File: src/rtl/cdc_pkg.sv
// ---------------------------------------------------------------------------
// cdc_pkg
// Shared types and default widths for the toggle-handshake CDC pair
// (cdc_handshake_tx source side and its destination-side responder).
// ---------------------------------------------------------------------------
package cdc_pkg;

    // Default widths shared by the initiator and the responder
    localparam int CDC_DATA_WIDTH     = 32;
    localparam int CDC_SYNC_DEPTH     = 2;
    localparam int CDC_TIMEOUT_CYCLES = 1024;

    // Initiator FSM
    typedef enum logic {
        IDLE     = 1'b0,
        WAIT_ACK = 1'b1
    } cdc_hs_tx_state_e;

    // Counter width able to hold the value n
    function automatic int cdc_cnt_width(input int n);
        return (n < 1) ? 1 : $clog2(n + 1);
    endfunction

endpackage

File: src/rtl/cdc_handshake_tx_if.sv
// ---------------------------------------------------------------------------
// cdc_handshake_tx_if
// Groups the upstream valid/ready port and the cross-domain req/ack/data
// signals of the toggle-handshake initiator.
//   master : the initiator (drives S_READY, TX_DATA, TX_REQ, TX_DONE, ERR)
//   slave  : its environment (drives S_DATA, S_VALID, RX_ACK)
// ---------------------------------------------------------------------------
interface cdc_handshake_tx_if
    import cdc_pkg::*;
#(
    parameter int DATA_WIDTH = CDC_DATA_WIDTH
);
    logic [DATA_WIDTH-1:0] S_DATA;
    logic                  S_VALID;
    logic                  S_READY;
    logic [DATA_WIDTH-1:0] TX_DATA;
    logic                  TX_REQ;
    logic                  RX_ACK;
    logic                  TX_DONE;
    logic                  ERR;

    modport master (
        input  S_DATA, S_VALID, RX_ACK,
        output S_READY, TX_DATA, TX_REQ, TX_DONE, ERR
    );

    modport slave (
        output S_DATA, S_VALID, RX_ACK,
        input  S_READY, TX_DATA, TX_REQ, TX_DONE, ERR
    );
endinterface

File: src/rtl/synchronizer.sv
// ---------------------------------------------------------------------------
// synchronizer
// Single-bit flip-flop chain bringing an asynchronous level into CLK's domain.
//   FF_DEPTH : number of flops; 0 gives a combinational pass-through.
// Ports:
//   CLK   in  destination clock
//   RST_N in  asynchronous active-low reset (chain clears to 0)
//   D     in  asynchronous input level
//   Q     out synchronized level
// ---------------------------------------------------------------------------
module synchronizer #(
    parameter int FF_DEPTH = 2
) (
    input  logic CLK,
    input  logic RST_N,
    input  logic D,
    output logic Q
);
    generate
        if (FF_DEPTH == 0) begin : g_pass
            assign Q = D;
        end else begin : g_sync
            logic [FF_DEPTH-1:0] sync_q;

            always_ff @(posedge CLK or negedge RST_N) begin
                if (!RST_N) begin
                    sync_q <= '0;
                end else begin
                    sync_q[0] <= D;
                    for (int i = 1; i < FF_DEPTH; i++) begin
                        sync_q[i] <= sync_q[i-1];
                    end
                end
            end

            assign Q = sync_q[FF_DEPTH-1];
        end
    endgenerate
endmodule

File: src/rtl/cdc_handshake_tx.sv
// ---------------------------------------------------------------------------
// cdc_handshake_tx
// Source-side initiator of a two-phase (toggle) req/ack handshake. A word
// accepted on S_VALID/S_READY is registered onto TX_DATA and TX_REQ toggles;
// the block then waits until the synchronized RX_ACK matches TX_REQ, pulses
// TX_DONE and becomes ready again.
//
// Ports:
//   CLK    in  source-domain clock
//   RST_N  in  asynchronous active-low reset
//   hs     cdc_handshake_tx_if.master
//          S_DATA/S_VALID/S_READY : upstream word port
//          TX_DATA/TX_REQ         : to destination (data stable while pending)
//          RX_ACK                 : asynchronous ack level from destination
//          TX_DONE                : one-cycle completion pulse
//          ERR                    : sticky ack-timeout flag
//
// Optional feature: define CDC_HS_TX_TIMEOUT_EN to enable the ack-timeout
// counter driving ERR. Without it ERR is tied low.
//
// Both ends must be reset together: a stale RX_ACK=1 after reset makes the
// next transfer complete spuriously, and this is not detected here.
// ---------------------------------------------------------------------------
module cdc_handshake_tx
    import cdc_pkg::*;
#(
    parameter int DATA_WIDTH     = CDC_DATA_WIDTH,
    parameter int SYNC_DEPTH     = CDC_SYNC_DEPTH,
    parameter int TIMEOUT_CYCLES = CDC_TIMEOUT_CYCLES
) (
    input  logic                      CLK,
    input  logic                      RST_N,
    cdc_handshake_tx_if.master        hs
);
    cdc_hs_tx_state_e      state;
    logic                  s_ready_q;
    logic [DATA_WIDTH-1:0] tx_data_q;
    logic                  tx_req_q;
    logic                  tx_done_q;
    logic                  ack_sync;
    logic                  accept;

    synchronizer #(
        .FF_DEPTH (SYNC_DEPTH)
    ) u_ack_sync (
        .CLK   (CLK),
        .RST_N (RST_N),
        .D     (hs.RX_ACK),
        .Q     (ack_sync)
    );

    // s_ready_q is only ever 1 in IDLE, the state check keeps the intent clear
    assign accept = (state == IDLE) && s_ready_q && hs.S_VALID;

    always_ff @(posedge CLK or negedge RST_N) begin
        if (!RST_N) begin
            state     <= IDLE;
            s_ready_q <= 1'b0;
            tx_data_q <= '0;
            tx_req_q  <= 1'b0;
            tx_done_q <= 1'b0;
        end else begin
            tx_done_q <= 1'b0;
            case (state)
                IDLE: begin
                    if (accept) begin
                        state     <= WAIT_ACK;
                        s_ready_q <= 1'b0;
                        tx_data_q <= hs.S_DATA;
                        tx_req_q  <= ~tx_req_q;
                    end else begin
                        // first edge after reset release raises ready
                        s_ready_q <= 1'b1;
                    end
                end
                WAIT_ACK: begin
                    // ack level catching up with req closes the transfer
                    if (ack_sync == tx_req_q) begin
                        state     <= IDLE;
                        s_ready_q <= 1'b1;
                        tx_done_q <= 1'b1;
                    end
                end
            endcase
        end
    end

    assign hs.S_READY = s_ready_q;
    assign hs.TX_DATA = tx_data_q;
    assign hs.TX_REQ  = tx_req_q;
    assign hs.TX_DONE = tx_done_q;

`ifdef CDC_HS_TX_TIMEOUT_EN
    localparam int                TO_W   = cdc_cnt_width(TIMEOUT_CYCLES);
    localparam logic [TO_W-1:0]   TO_MAX = TO_W'(TIMEOUT_CYCLES);

    logic [TO_W-1:0] to_cnt;
    logic            err_q;

    // Counts WAIT_ACK cycles since the last accept, saturating at TO_MAX.
    // ERR is raised on the edge where the count reaches TO_MAX and is only
    // cleared by reset; the FSM keeps waiting regardless.
    always_ff @(posedge CLK or negedge RST_N) begin
        if (!RST_N) begin
            to_cnt <= '0;
            err_q  <= 1'b0;
        end else begin
            if (accept) begin
                to_cnt <= '0;
            end else if (state == WAIT_ACK && to_cnt != TO_MAX) begin
                to_cnt <= to_cnt + 1'b1;
                if (to_cnt == TO_MAX - 1'b1) begin
                    err_q <= 1'b1;
                end
            end
        end
    end

    assign hs.ERR = err_q;
`else
    assign hs.ERR = 1'b0;
`endif

endmodule

File: src/flat_wrapper.sv
// flat-port wrapper written by rule: the top's interface ports become plain ports
module cdc_handshake_tx_flat import cdc_pkg::*;
#(
    parameter int DATA_WIDTH     = CDC_DATA_WIDTH,
    parameter int SYNC_DEPTH     = CDC_SYNC_DEPTH,
    parameter int TIMEOUT_CYCLES = CDC_TIMEOUT_CYCLES
)
  (CLK, RST_N, hs_S_DATA, hs_S_VALID, hs_RX_ACK, hs_S_READY, hs_TX_DATA, hs_TX_REQ, hs_TX_DONE, hs_ERR);
  cdc_handshake_tx_if #(.DATA_WIDTH(DATA_WIDTH)) hs_i ();
  input  logic CLK;
  input  logic RST_N;
  input wire logic [$bits(hs_i.S_DATA)-1:0] hs_S_DATA;
  input wire logic [$bits(hs_i.S_VALID)-1:0] hs_S_VALID;
  input wire logic [$bits(hs_i.RX_ACK)-1:0] hs_RX_ACK;
  output wire logic [$bits(hs_i.S_READY)-1:0] hs_S_READY;
  output wire logic [$bits(hs_i.TX_DATA)-1:0] hs_TX_DATA;
  output wire logic [$bits(hs_i.TX_REQ)-1:0] hs_TX_REQ;
  output wire logic [$bits(hs_i.TX_DONE)-1:0] hs_TX_DONE;
  output wire logic [$bits(hs_i.ERR)-1:0] hs_ERR;
  assign hs_i.S_DATA = hs_S_DATA;
  assign hs_i.S_VALID = hs_S_VALID;
  assign hs_i.RX_ACK = hs_RX_ACK;
  assign hs_S_READY = hs_i.S_READY;
  assign hs_TX_DATA = hs_i.TX_DATA;
  assign hs_TX_REQ = hs_i.TX_REQ;
  assign hs_TX_DONE = hs_i.TX_DONE;
  assign hs_ERR = hs_i.ERR;
  cdc_handshake_tx #(.DATA_WIDTH(DATA_WIDTH), .SYNC_DEPTH(SYNC_DEPTH), .TIMEOUT_CYCLES(TIMEOUT_CYCLES)) u_core (.CLK(CLK), .RST_N(RST_N), .hs(hs_i));
endmodule
File: config.mk
export PLATFORM = sky130hd
export DESIGN_NAME = cdc_handshake_tx_flat
export DESIGN_NICKNAME = d
export VERILOG_FILES = /design/src/rtl/cdc_pkg.sv /design/src/rtl/cdc_handshake_tx_if.sv /design/src/rtl/synchronizer.sv /design/src/rtl/cdc_handshake_tx.sv /design/src/flat_wrapper.sv
export SDC_FILE = /design/constraint.sdc
export NUM_CORES = 1
export LEC_CHECK = 0
export CAP_MARGIN = 40
export CELL_PAD_IN_SITES_DETAIL_PLACEMENT = 0
export CELL_PAD_IN_SITES_GLOBAL_PLACEMENT = 1
export CORE_ASPECT_RATIO = 1.5
export CORE_MARGIN = 2
export CORE_UTILIZATION = 29
export CTS_CLUSTER_DIAMETER = 80
export DETAILED_ROUTE_END_ITERATION = 10
export GPL_TIMING_DRIVEN = 0
export MAX_ROUTING_LAYER = met4
export PLACE_DENSITY = 0.86
export SYNTH_ARGS = -nofsm -noshare
export SYNTH_HDL_FRONTEND = slang
export SYNTH_SLANG_ARGS = --single-unit
export TNS_END_PERCENT = 10
File: constraint.sdc
create_clock -name CLK -period 1.24 [get_ports CLK]
set_clock_uncertainty 0.1 [all_clocks]
set_input_delay 0.31 -clock CLK [delete_from_list [all_inputs] [get_ports CLK]]
set_output_delay 0.31 -clock CLK [all_outputs]
set_load 0.02 [all_outputs]
==> results of run 1 <==
[layer usage]
metal / vias up / wire length [um]
li1: 447 / -
met1: 500 / 1247
met2: 47 / 1818
met3: 7 / 225
met4: 0 / 65
met5: - / 0
[report_power, final]
group	internal, uW	total, uW	switching, uW
sequential	1850	2210	362
clock	858	1280	425
combinational	1830	3340	1510
[worst min-delay path by stage]
stage                                            startpoint                                      endpoint  slack (ns)
2_1_floorplan                                         RST_N                 u_core.hs.S_READY$_DFFE_PN0P_       -0.09
3_3_place_gp   u_core.u_ack_sync.g_sync.sync_q[0]$_DFF_PN0_  u_core.u_ack_sync.g_sync.sync_q[1]$_DFF_PN0_        0.24
4_1_cts                                               RST_N             u_core.hs.TX_DATA[12]$_DFFE_PN0P_        0.04
3_5_place_dp   u_core.u_ack_sync.g_sync.sync_q[0]$_DFF_PN0_  u_core.u_ack_sync.g_sync.sync_q[1]$_DFF_PN0_        0.24
5_1_grt                                               RST_N             u_core.hs.TX_DATA[12]$_DFFE_PN0P_        0.09
6_report                                              RST_N             u_core.hs.TX_DATA[12]$_DFFE_PN0P_        0.02
[timing repair]
action | in CTS | in global routing
gates cloned | 1 | 0
setup endpoints to repair | 69 | 67
buffers inserted | 7 | 0
resized for setup | 154 | 4
pin swaps | 1 | 0
endpoints found under the hold margin | 0 | 0
[synthesized netlist by cell type (all sizes together)]
| cell type | instances | area, sq um |
|---|---|---|
| mux2 | 32 | 461.7 |
| dfrtp | 38 | 950.9 |
| inv | 1 | 3.750 |
| o31a | 1 | 8.760 |
| o21ai | 1 | 5.000 |
| conb | 1 | 3.750 |
| xnor2 | 2 | 17.52 |
| buf | 4 | 41.29 |
| and2 | 1 | 6.260 |
| nand3b | 1 | 20.02 |
[layout by cell type (no fill, tap or decap)]
cell and n:
inv_1 1, xnor2_1 2, bufinv_16 2, and2_1 1
dfrtp_1 37, buf_12 2, mux2_2 5, clkdlybuf4s50_1 33
dfrtp_2 1, nand3b_4 1, o21ai_0 1, buf_16 1
clkbuf_8 6, dlygate4sd2_1 1, buf_4 8, buf_6 7
conb_1 1, buf_2 29, buf_8 1, o31a_1 1
mux2_4 27
[metrics by stage]
step / hold WS [ns] / instance area, sq um / TNS, ns / setup WS, ns
after floorplan: -0.08559 / 1531 / -1.439 / -0.05614
after global placement: 0.2392 / 2317 / -57.08 / -1.119
after detailed placement: 0.2370 / 2312 / -20.22 / -0.5195
after CTS: 0.04205 / 2400 / -4.376 / -0.1378
after global routing: 0.08724 / 2412 / -6.474 / -0.1775
final: 0.01534 / 2412 / -3.632 / -0.1301
[flip-flops by register name, indices dropped and copies added, names as in the netlist]
| register | cells |
|---|---|
| u_core.hs.TX_DATA | 32 |
| u_core.hs.TX_DONE | 1 |
| u_core.hs.TX_REQ | 1 |
| u_core.hs.S_READY | 1 |
| u_core.state | 1 |
| u_core.u_ack_sync.g_sync.sync_q | 2 |
[logic make-up (layout without fill, tap and decap cells)]
kind of cell           count (synthesis)  count (layout)
flip-flops                            38              38
multiplexers                          32              32
buffers and inverters                  5              91
AO/OA/AOI/OAI                          2               2
XOR/XNOR                               2               2
AND/OR/NAND/NOR                        2               2
other                                  1               1
[critical path, cell delays in order, from the launching register on]
cell	delay [ns]
dfrtp_1	0.38
nand3b_4	0.26
buf_12	0.21
mux2_4	0.30
[final cells by class]
cell class | count | area [sq um] | share of cell area
Buffer | 4 | 62.56 | 0.02593
Clock buffer | 6 | 82.58 | 0.03423
Clock inverter | 2 | 60.06 | 0.02490
Inverter | 1 | 3.754 | 0.001556
Multi-Input combinational cell | 39 | 523.0 | 0.2168
Sequential cell | 38 | 952.2 | 0.3947
Tap cell | 68 | 85.08 | 0.03527
Timing Repair Buffer | 78 | 643.1 | 0.2666
==> flow_summary.html, run 1 <==
<table>
<tr><th>Metric</th><th>Value</th></tr>
<tr><th colspan="2">Status</th></tr>
<tr><td>Result of the run</td><td>complete, but fails checks</td></tr>
<tr><td>Violations in the final reports</td><td>setup timing</td></tr>
<tr><th colspan="2">Power and ir drop</th></tr>
<tr><td>Power per unit of standard cell area</td><td>2834 mW/mm^2</td></tr>
<tr><td>Total power</td><td>6837 uW</td></tr>
<tr><td>VDD IR max</td><td>1201 uV</td></tr>
<tr><td>Cell leakage power</td><td>0.001185 uW</td></tr>
<tr><th colspan="2">Synthesis</th></tr>
<tr><td>Number of different library cells in the post-synthesis netlist</td><td>12</td></tr>
<tr><td>Xor/xnor share of the synthesized area</td><td>0.01153</td></tr>
<tr><td>Netlist area before placement</td><td>0.001519 sq mm</td></tr>
<tr><td>Seq/Total Area, Yosys</td><td>0.6260</td></tr>
<tr><td>Largest family of logic cells by synthesized area</td><td>multiplexers</td></tr>
<tr><td>Yosys reg bits</td><td>38</td></tr>
<tr><td>Post-Syn Instances</td><td>82</td></tr>
<tr><td>Net count after synthesis</td><td>118</td></tr>
<tr><td>Adder and majority cell fraction of the synthesized area</td><td>0</td></tr>
<tr><td>Mean Syn Cell Area</td><td>18.52 sq um</td></tr>
<tr><td>Synthesis Warnings</td><td>0</td></tr>
<tr><td>Simple-gate share of the synthesized area</td><td>0.01730</td></tr>
<tr><td>Multiplexer share of the synthesized area</td><td>0.3040</td></tr>
<tr><td>Area fraction in compound gates after synthesis</td><td>0.009061</td></tr>
<tr><th colspan="2">Worst setup path</th></tr>
<tr><td>Reg2Reg Setup Slack</td><td>-0.13 ns</td></tr>
<tr><td>Reg2Reg Launch Point</td><td>u_core.state$_DFF_PN0_</td></tr>
<tr><td>Startpoint type of the worst setup path</td><td>flop</td></tr>
<tr><td>Endpoint of the worst setup timing path</td><td>u_core.hs.TX_DATA[22]$_DFFE_PN0P_</td></tr>
<tr><td>Crit Path Category</td><td>reg -&gt; reg</td></tr>
<tr><td>Worst setup EP type</td><td>flop</td></tr>
<tr><td>Worst R2R Path Depth</td><td>3</td></tr>
<tr><td>Signal arrival time at the worst endpoint</td><td>1.44 ns</td></tr>
<tr><td>Required arrival time at the worst endpoint</td><td>1.31 ns</td></tr>
<tr><td>Terminus of the critical flop-to-flop path</td><td>u_core.hs.TX_DATA[22]$_DFFE_PN0P_</td></tr>
<tr><td>Max Fanout on Critical Path</td><td>10</td></tr>
<tr><td>Crit path from</td><td>u_core.state$_DFF_PN0_</td></tr>
<tr><th colspan="2">Clock network</th></tr>
<tr><td>Insertion delay of the later-clocked pin in the worst-skew pair</td><td>0.29 ns</td></tr>
<tr><td>TritonCTS clock tree</td><td>yes</td></tr>
<tr><td>Worst-path clk slew</td><td>0.08 ns</td></tr>
<tr><td>Number of buffers added to fix hold violations after cts</td><td>0</td></tr>
<tr><td>Count of clock tree sinks</td><td>38</td></tr>
<tr><td># H-tree levels</td><td>2</td></tr>
<tr><td>CTS buffer count</td><td>5</td></tr>
<tr><td>Root cell of the clock tree</td><td>clkbuf_8</td></tr>
<tr><td>Clock tree buffer depth</td><td>2</td></tr>
<tr><th colspan="2">GRT</th></tr>
<tr><td>Number of global-route vias before repair</td><td>1,161</td></tr>
<tr><td>GRT met3 Usage</td><td>0.04617</td></tr>
<tr><td>Maximum number of pins on one net before global-route repair</td><td>39</td></tr>
<tr><td>Global-route usage over all layers</td><td>0.1311</td></tr>
<tr><td>Global route total overflow</td><td>0</td></tr>
<tr><td>First-pass GRT wire length</td><td>5.727 mm</td></tr>
<tr><td>Met2 usage</td><td>0.2225</td></tr>
<tr><td>Global routing met1 resource utilization</td><td>0.1387</td></tr>
<tr><td>Initial antenna violation count</td><td>0</td></tr>
<tr><td>Busiest layer in global routing</td><td>met2</td></tr>
<tr><th colspan="2">Final layout</th></tr>
<tr><td>Layout cell share with drive strength beyond 1</td><td>0.5357</td></tr>
<tr><td>Number of antenna diodes</td><td>0</td></tr>
<tr><td>Area growth from synthesis to layout</td><td>58.81%</td></tr>
<tr><td>Final Util</td><td>0.4744</td></tr>
<tr><td>Final net count</td><td>203</td></tr>
<tr><td>Count of non-filler cells in the finished layout</td><td>236</td></tr>
<tr><td>Number of inserted filler cells in the final layout</td><td>482</td></tr>
<tr><th colspan="2">Timing</th></tr>
<tr><td>Final setup fails</td><td>43</td></tr>
<tr><td>Setup ws final</td><td>-0.1301 ns</td></tr>
<tr><td>Fmax achieved</td><td>0.7299 GHz</td></tr>
<tr><td>Slew HR</td><td>0.4490</td></tr>
<tr><td>Unrepaired setup endpoints after global routing</td><td>yes</td></tr>
<tr><td>Final number of hold-violating endpoints</td><td>0</td></tr>
<tr><td>Final Max Tran Viols</td><td>0</td></tr>
<tr><td>Minimum clock period</td><td>1.370 ns</td></tr>
<tr><td>Worst-Margin Slew</td><td>0.8265 ns</td></tr>
<tr><td>Post-route fraction of the period consumed by the critical path</td><td>1.105</td></tr>
<tr><th colspan="2">Routing</th></tr>
<tr><td>Drc violations</td><td>0</td></tr>
<tr><td>ANT nets after route</td><td>0</td></tr>
<tr><td>Initial DRT Pass Iterations</td><td>2</td></tr>
<tr><td>Total wirelength of the detailed-routed design</td><td>3.357 mm</td></tr>
<tr><td>Via count</td><td>1,001</td></tr>
<tr><td>Drt wl/cell</td><td>14.22 um</td></tr>
<tr><td>Via density</td><td>4.242</td></tr>
<tr><td>Drt first-iter violations</td><td>17</td></tr>
<tr><th colspan="2">Placement</th></tr>
<tr><td>Quantity of I/O buffers inserted on ports</td><td>70</td></tr>
<tr><td>Global placement routability congestion</td><td>0.7145</td></tr>
<tr><td>DP Wirelength</td><td>2.392 mm</td></tr>
<tr><td>Number of instances in the placed design</td><td>220</td></tr>
<tr><th colspan="2">Floorplan</th></tr>
<tr><td>Top-level port count</td><td>72</td></tr>
<tr><td>Die height</td><td>92.64 um</td></tr>
<tr><td>Core region area</td><td>0.005085 sq mm</td></tr>
<tr><td>Chip Width</td><td>63.09 um</td></tr>
<tr><td>Starting density of the core</td><td>0.2987</td></tr>
<tr><td>Number of core rows</td><td>32</td></tr>
<tr><td>Overall die area</td><td>0.005844 sq mm</td></tr>
<tr><th colspan="2">Min path</th></tr>
<tr><td>Hold Crit Class</td><td>in -&gt; async</td></tr>
<tr><th colspan="2">Run</th></tr>
<tr><td>Max cap viols</td><td>0</td></tr>
</table>
Power figures use the tool's default switching activity.
==> run 2, diff against run 1 <==
- GPL_ROUTABILITY_DRIVEN: unset -> 0
==> results of run 2 <==
Same layout as run 1: the final DEF is identical, and so are final timing and power.
